==> config.mk <==
export PLATFORM = sky130hd
export DESIGN_NAME = bitrev_ctrl
export DESIGN_NICKNAME = d
export VERILOG_FILES = /design/src/rtl/bitrev_ctrl_pkg.sv /design/src/rtl/bitrev_sck_gen.sv /design/src/rtl/bitrev_ctrl.sv
export SDC_FILE = /design/constraint.sdc
export NUM_CORES = 1
export LEC_CHECK = 0
export CAP_MARGIN = 20
export CORE_MARGIN = 3
export CORE_UTILIZATION = 50
export DETAILED_ROUTE_END_ITERATION = 6
export PLACE_DENSITY_LB_ADDON = 0.25
export SYNTH_ARGS = -nofsm -noshare
export SYNTH_HDL_FRONTEND = slang
export SYNTH_SLANG_ARGS = --single-unit
==> constraint.sdc <==
create_clock -name clock -period 3.22 [get_ports clock]
set_input_delay 0.805 -clock clock [delete_from_list [all_inputs] [get_ports clock]]
set_output_delay 0.805 -clock clock [all_outputs]
set_load 0.1 [all_outputs]
==> src/rtl/bitrev_ctrl_pkg.sv <==
// ============================================================================
// Module   : bitrev_ctrl_pkg
// Brief    : Shared state type, byte width and bit-reverse helper for bitrev_ctrl.
// Revision : 1.0 - initial release
// ============================================================================
`default_nettype none

package bitrev_ctrl_pkg;

    localparam int BITREV_CTRL_BITS = 8;

    typedef enum logic [1:0] {
        ST_IDLE     = 2'd0,
        ST_SHIFT_TX = 2'd1,
        ST_SHIFT_RX = 2'd2,
        ST_RESP     = 2'd3
    } bitrev_ctrl_state_t;

    function automatic logic [BITREV_CTRL_BITS-1:0] bitrev(
        input logic [BITREV_CTRL_BITS-1:0] d
    );
        logic [BITREV_CTRL_BITS-1:0] r;
        for (int i = 0; i < BITREV_CTRL_BITS; i++) begin
            r[i] = d[BITREV_CTRL_BITS-1-i];
        end
        return r;
    endfunction

endpackage

`default_nettype wire

==> src/rtl/bitrev_sck_gen.sv <==
// ============================================================================
// Module   : bitrev_sck_gen
// Brief    : SPI mode-0 clock divider; sck plus strobes marking the edge where sck toggles.
// Revision : 1.0 - initial release
// ============================================================================
`default_nettype none

module bitrev_sck_gen #(
    parameter int CLK_DIV = 2
) (
    input  logic clock,
    input  logic resetn,
    input  logic en,
    output logic sck,
    output logic rise,
    output logic fall
);

    localparam logic [7:0] DIV_LAST = 8'(CLK_DIV - 1);

    logic [7:0] div_q, div_d;
    logic       sck_q, sck_d;
    logic       tick;

    assign tick = en && (div_q == DIV_LAST);

    // Strobes are high in the cycle whose closing edge toggles sck.
    assign rise = tick && !sck_q;
    assign fall = tick && sck_q;
    assign sck  = sck_q;

    always_comb begin
        div_d = div_q;
        sck_d = sck_q;
        if (!en) begin
            div_d = 8'd0;
            sck_d = 1'b0;
        end else if (tick) begin
            div_d = 8'd0;
            sck_d = ~sck_q;
        end else begin
            div_d = div_q + 8'd1;
        end
    end

    always_ff @(posedge clock or negedge resetn) begin
        if (!resetn) begin
            div_q <= 8'd0;
            sck_q <= 1'b0;
        end else begin
            div_q <= div_d;
            sck_q <= sck_d;
        end
    end

endmodule

`default_nettype wire

==> src/rtl/bitrev_ctrl.sv <==
// ============================================================================
// Module   : bitrev_ctrl
// Brief    : SPI master sending one byte and reading back its bit-reversed echo.
//            Optional reply checker enabled by macro BITREV_CTRL_CHECK_EN.
// Revision : 1.0 - initial release
// ============================================================================
`default_nettype none

module bitrev_ctrl
    import bitrev_ctrl_pkg::*;
#(
    parameter int CLK_DIV = 2
) (
    input  logic                        clock,
    input  logic                        resetn,
    input  logic                        req_valid,
    output logic                        req_ready,
    input  logic [BITREV_CTRL_BITS-1:0] req_data,
    output logic                        rsp_valid,
    input  logic                        rsp_ready,
    output logic [BITREV_CTRL_BITS-1:0] rsp_data,
    output logic                        rsp_err,
    output logic                        busy,
    output logic                        sck,
    output logic                        ss,
    output logic                        mosi,
    input  logic                        miso
);

    bitrev_ctrl_state_t          state_q, state_d;
    logic [BITREV_CTRL_BITS-1:0] tx_q, tx_d;
    logic [BITREV_CTRL_BITS-1:0] rx_q, rx_d;
    logic [BITREV_CTRL_BITS-1:0] rsp_data_q, rsp_data_d;
    logic [2:0]                  bit_cnt_q, bit_cnt_d;
    logic                        mosi_q, mosi_d;
    logic                        ss_q, ss_d;
    logic                        sck_en, sck_rise, sck_fall;
    logic                        req_fire, last_bit, rsp_load;

    assign sck_en    = (state_q == ST_SHIFT_TX) || (state_q == ST_SHIFT_RX);
    assign req_fire  = (state_q == ST_IDLE) && req_valid;
    assign last_bit  = (bit_cnt_q == 3'd7);
    assign rsp_load  = (state_q == ST_SHIFT_RX) && sck_fall && last_bit;

    assign req_ready = (state_q == ST_IDLE);
    assign rsp_valid = (state_q == ST_RESP);
    assign busy      = (state_q != ST_IDLE);
    assign rsp_data  = rsp_data_q;
    assign ss        = ss_q;
    assign mosi      = mosi_q;

    bitrev_sck_gen #(
        .CLK_DIV (CLK_DIV)
    ) u_sck_gen (
        .clock  (clock),
        .resetn (resetn),
        .en     (sck_en),
        .sck    (sck),
        .rise   (sck_rise),
        .fall   (sck_fall)
    );

    always_comb begin
        state_d    = state_q;
        tx_d       = tx_q;
        rx_d       = rx_q;
        rsp_data_d = rsp_data_q;
        bit_cnt_d  = bit_cnt_q;
        mosi_d     = mosi_q;
        ss_d       = ss_q;
        case (state_q)
            ST_IDLE: begin
                if (req_fire) begin
                    tx_d      = req_data;
                    mosi_d    = req_data[BITREV_CTRL_BITS-1];
                    ss_d      = 1'b0;
                    bit_cnt_d = 3'd0;
                    state_d   = ST_SHIFT_TX;
                end
            end
            ST_SHIFT_TX: begin
                if (sck_fall) begin
                    // Counter wraps 7->0 here, ready for the receive phase.
                    bit_cnt_d = bit_cnt_q + 3'd1;
                    if (last_bit) begin
                        mosi_d  = 1'b0;
                        state_d = ST_SHIFT_RX;
                    end else begin
                        tx_d   = {tx_q[BITREV_CTRL_BITS-2:0], 1'b0};
                        mosi_d = tx_q[BITREV_CTRL_BITS-2];
                    end
                end
            end
            ST_SHIFT_RX: begin
                if (sck_rise) begin
                    rx_d = {rx_q[BITREV_CTRL_BITS-2:0], miso};
                end
                if (sck_fall) begin
                    bit_cnt_d = bit_cnt_q + 3'd1;
                end
                if (rsp_load) begin
                    ss_d       = 1'b1;
                    rsp_data_d = rx_q;
                    state_d    = ST_RESP;
                end
            end
            ST_RESP: begin
                if (rsp_ready) begin
                    state_d = ST_IDLE;
                end
            end
            default: state_d = ST_IDLE;
        endcase
    end

    always_ff @(posedge clock or negedge resetn) begin
        if (!resetn) begin
            state_q    <= ST_IDLE;
            tx_q       <= '0;
            rx_q       <= '0;
            rsp_data_q <= '0;
            bit_cnt_q  <= 3'd0;
            mosi_q     <= 1'b0;
            ss_q       <= 1'b1;
        end else begin
            state_q    <= state_d;
            tx_q       <= tx_d;
            rx_q       <= rx_d;
            rsp_data_q <= rsp_data_d;
            bit_cnt_q  <= bit_cnt_d;
            mosi_q     <= mosi_d;
            ss_q       <= ss_d;
        end
    end

`ifdef BITREV_CTRL_CHECK_EN
    // tx_q is consumed by shifting, so the request byte is kept separately.
    logic [BITREV_CTRL_BITS-1:0] sent_q, sent_d;
    logic                        rsp_err_q, rsp_err_d;

    always_comb begin
        sent_d    = sent_q;
        rsp_err_d = rsp_err_q;
        if (req_fire) begin
            sent_d = req_data;
        end
        if (rsp_load) begin
            rsp_err_d = (rx_q != bitrev(sent_q));
        end
    end

    always_ff @(posedge clock or negedge resetn) begin
        if (!resetn) begin
            sent_q    <= '0;
            rsp_err_q <= 1'b0;
        end else begin
            sent_q    <= sent_d;
            rsp_err_q <= rsp_err_d;
        end
    end

    assign rsp_err = rsp_err_q;
`else
    assign rsp_err = 1'b0;
`endif

endmodule

`default_nettype wire
==> out/results.tsv <==
metric	value	unit
drive_gt1_share	24.24	%
worst-setup-path-type	reg2out	
syn_inst	170	
die-area	4816	um^2
yosys_warnings	0	
cts_root_buf	clkbuf_8	
hold-path-cell-count	1	
layout_setup_ws	0.6404	ns
clk_latency	0.29	ns
path_clk_slew	0.08	ns
synth_cell_type_count	44	
totalPowerFinal	0.9921	mW
ant_nets	0	
synthArstFlopShare	100.0	%
io_buffers	26	
ys.flop_type	dfrtp_1	
antenna_cells	0	
cap_viol_max_count	0	
final_nets	218	
synthTopCellsByCount	dfrtp_1 (38), mux2_2 (18), nand2_1 (10), o22a_1 (10)	
cts_setup_buffers	0	
regToRegStartpoint	u_sck_gen.div_q[1]$_DFF_PN0_	
cts_sinks	39	
setup_viol	0	
first_global_vias	1532	
tns	0	ns
dpl-instance-area	2256	um^2
design.core.area	3771	um^2
pre_cts_slack	0.3962	ns
reg2regPathDepth	6	
place_hpwl	2841	um
vias	1439	
postCtsHoldBufs	0	
grt_max_degree	40	
final_cell_area	2345	um^2
clock_skew	0.008603	ns
rows	22	
ir_worst_vdd	0.2852	mV
clock.fmax	387.7	MHz
slew_viol_final	0	
p_leak	1.032	nW
reg2reg_slack	0.71	ns
synth-seq-cells	39	
synth_area	2009	um^2
synth_edf_count	0	
hold_violations	0	
synth_seq_area_share	48.63	%
rsz0062_at_grt	false	
cts_resized	0	
tightest_slew	0.8547	ns
synth_nets	191	
dr.pass1.iters	4	
wl	3939	um
rr_endpoint	rsp_data[1]$_DFFE_PN0P_	
period_needed	2.580	ns
synth_top_area_share	47.32	%
worstPathArrival	1.77	ns
areaGrowthSynthToFinish	16.69	%
endpoint	busy	
place_congestion	0.7496	
drtIter0Drc	105	
via_per_inst	5.850	
initial_core_util	53.28	%
htreeDepth	2	
grt_overflow	0	
synth_most_common_cell	dfrtp_1	
numCtsBuffers	5	
track_usage	18.13	%
yosys-top-cells-area	dfrtp_1 (47%), mux2_2 (10%), ha_1 (5.0%)	
fin_crit_sh	80.11	%
hp-class	reg2reg	
die_x	69.40	um
yosys.area.top_type	dfrtp_1	
grt_pass1_wl	7003	um
critPathMaxFanout	15	
clockBufferDepth	2	
relSlewSlack	43.02	%
antenna_found_initial	0	
die_height	69.40	um
ioPinCount	28	
status	finished, final reports clean	
wl_per_cell	16.01	um
power_density	423.1	nW/um^2
start_kind	flip-flop	
avgSynthCellArea	11.82	um^2
startpoint	state_q[0]$_DFFE_PN0P_	
drc	0	
worstSetupEndpointType	output port	
crit_required	2.41	ns
tritoncts	done	
-- report_power, final --
part           total, mW  internal [mW]  switching (mW)  leakage [nW]
Sequential         0.509          0.502         0.00727         0.501
Combinational      0.157         0.0525           0.105         0.491
Clock              0.325          0.151           0.175        0.0402
-- per-layer routing --
metal  wire length (um)  up-vias  track usage, %
met5                  0        -               0
met4                 36        0           6.508
met3                175        4           4.928
met2               2069       35           31.04
met1               1657      723           21.83
li1                   -      677               -
-- critical path, cell delays in order (launching register included) --
cell and delay [ns]:
dfrtp_1 0.41, inv_1 0.12, ha_1 0.50, inv_1 0.18
buf_4 0.27
-- cells by family (layout without fill, tap and decap cells) --
kind of cell,Yosys count,in the layout,share of synthesized area (%)
xor gates and xnor gates,7,7,3.051
AOI/OAI and AO/OA,32,32,13.64
DFF,39,39,48.63
muxes,21,21,11.58
adders and majority gates,8,8,4.982
and+or+nand+nor,48,48,14.57
buffers and inverters,14,42,3.362
other,1,1,0.1866
-- layout by cell type (no fill, tap or decap), types with 2 or more instances in the layout --
cell / instances
xor2_1: 3
mux2i_1: 3
ha_1: 8
inv_1: 7
clkinvlp_4: 2
a22o_1: 2
nor2b_1: 3
dfrtp_1: 38
o211ai_1: 2
nand2b_1: 2
o21ai_0: 3
buf_4: 15
nand3b_1: 2
clkbuf_8: 5
nand2_1: 10
nor2_1: 8
and2_1: 3
nand3_1: 7
o221a_1: 5
xnor2_1: 4
nor3_4: 2
mux2_2: 18
clkdlybuf4s50_1: 11
and3_1: 2
a2bb2oi_1: 2
o22a_1: 10
-- worst min-delay path by stage --
stage | start | slack [ns] | endpoint
2_1_floorplan | rx_q[7]$_DFFE_PN0P_ | 0.47 | rx_q[7]$_DFFE_PN0P_
3_3_place_gp | rx_q[7]$_DFFE_PN0P_ | 0.49 | rx_q[7]$_DFFE_PN0P_
3_5_place_dp | rx_q[7]$_DFFE_PN0P_ | 0.50 | rsp_data[7]$_DFFE_PN0P_
4_1_cts | rx_q[7]$_DFFE_PN0P_ | 0.52 | rsp_data[7]$_DFFE_PN0P_
5_1_grt | rx_q[7]$_DFFE_PN0P_ | 0.53 | rx_q[7]$_DFFE_PN0P_
6_report | rx_q[7]$_DFFE_PN0P_ | 0.51 | rsp_data[7]$_DFFE_PN0P_
-- through the flow --
step / std cells / hold slack, ns / utilization, %
2_1_floorplan: 170 / 0.4750 / -
3_3_place_gp: 238 / 0.4864 / 59.82
3_5_place_dp: 238 / 0.5003 / 59.82
4_1_cts: 246 / 0.5187 / 62.18
5_1_grt: 246 / 0.5325 / 62.18
6_report: 246 / 0.5121 / 62.18
-- sequential cells by signal, indices dropped and copies added, names as in the netlist --
signal	count
bit_cnt_q	3
mosi	1
rsp_data	8
rx_q	8
ss	1
state_q	2
tx_q	7
u_sck_gen.div_q	8
u_sck_gen.sck	1
-- layout make-up --
cell class	instances	area, um^2
Tap cell	48	60.06
Clock inverter	3	20.02
Inverter	7	26.28
Multi-Input combinational cell	117	964.7
Clock buffer	5	68.82
Fill cell	315	1426
Sequential cell	39	977.2
Timing Repair Buffer	27	227.7
No activity file was read; power rests on OpenSTA's default activity.
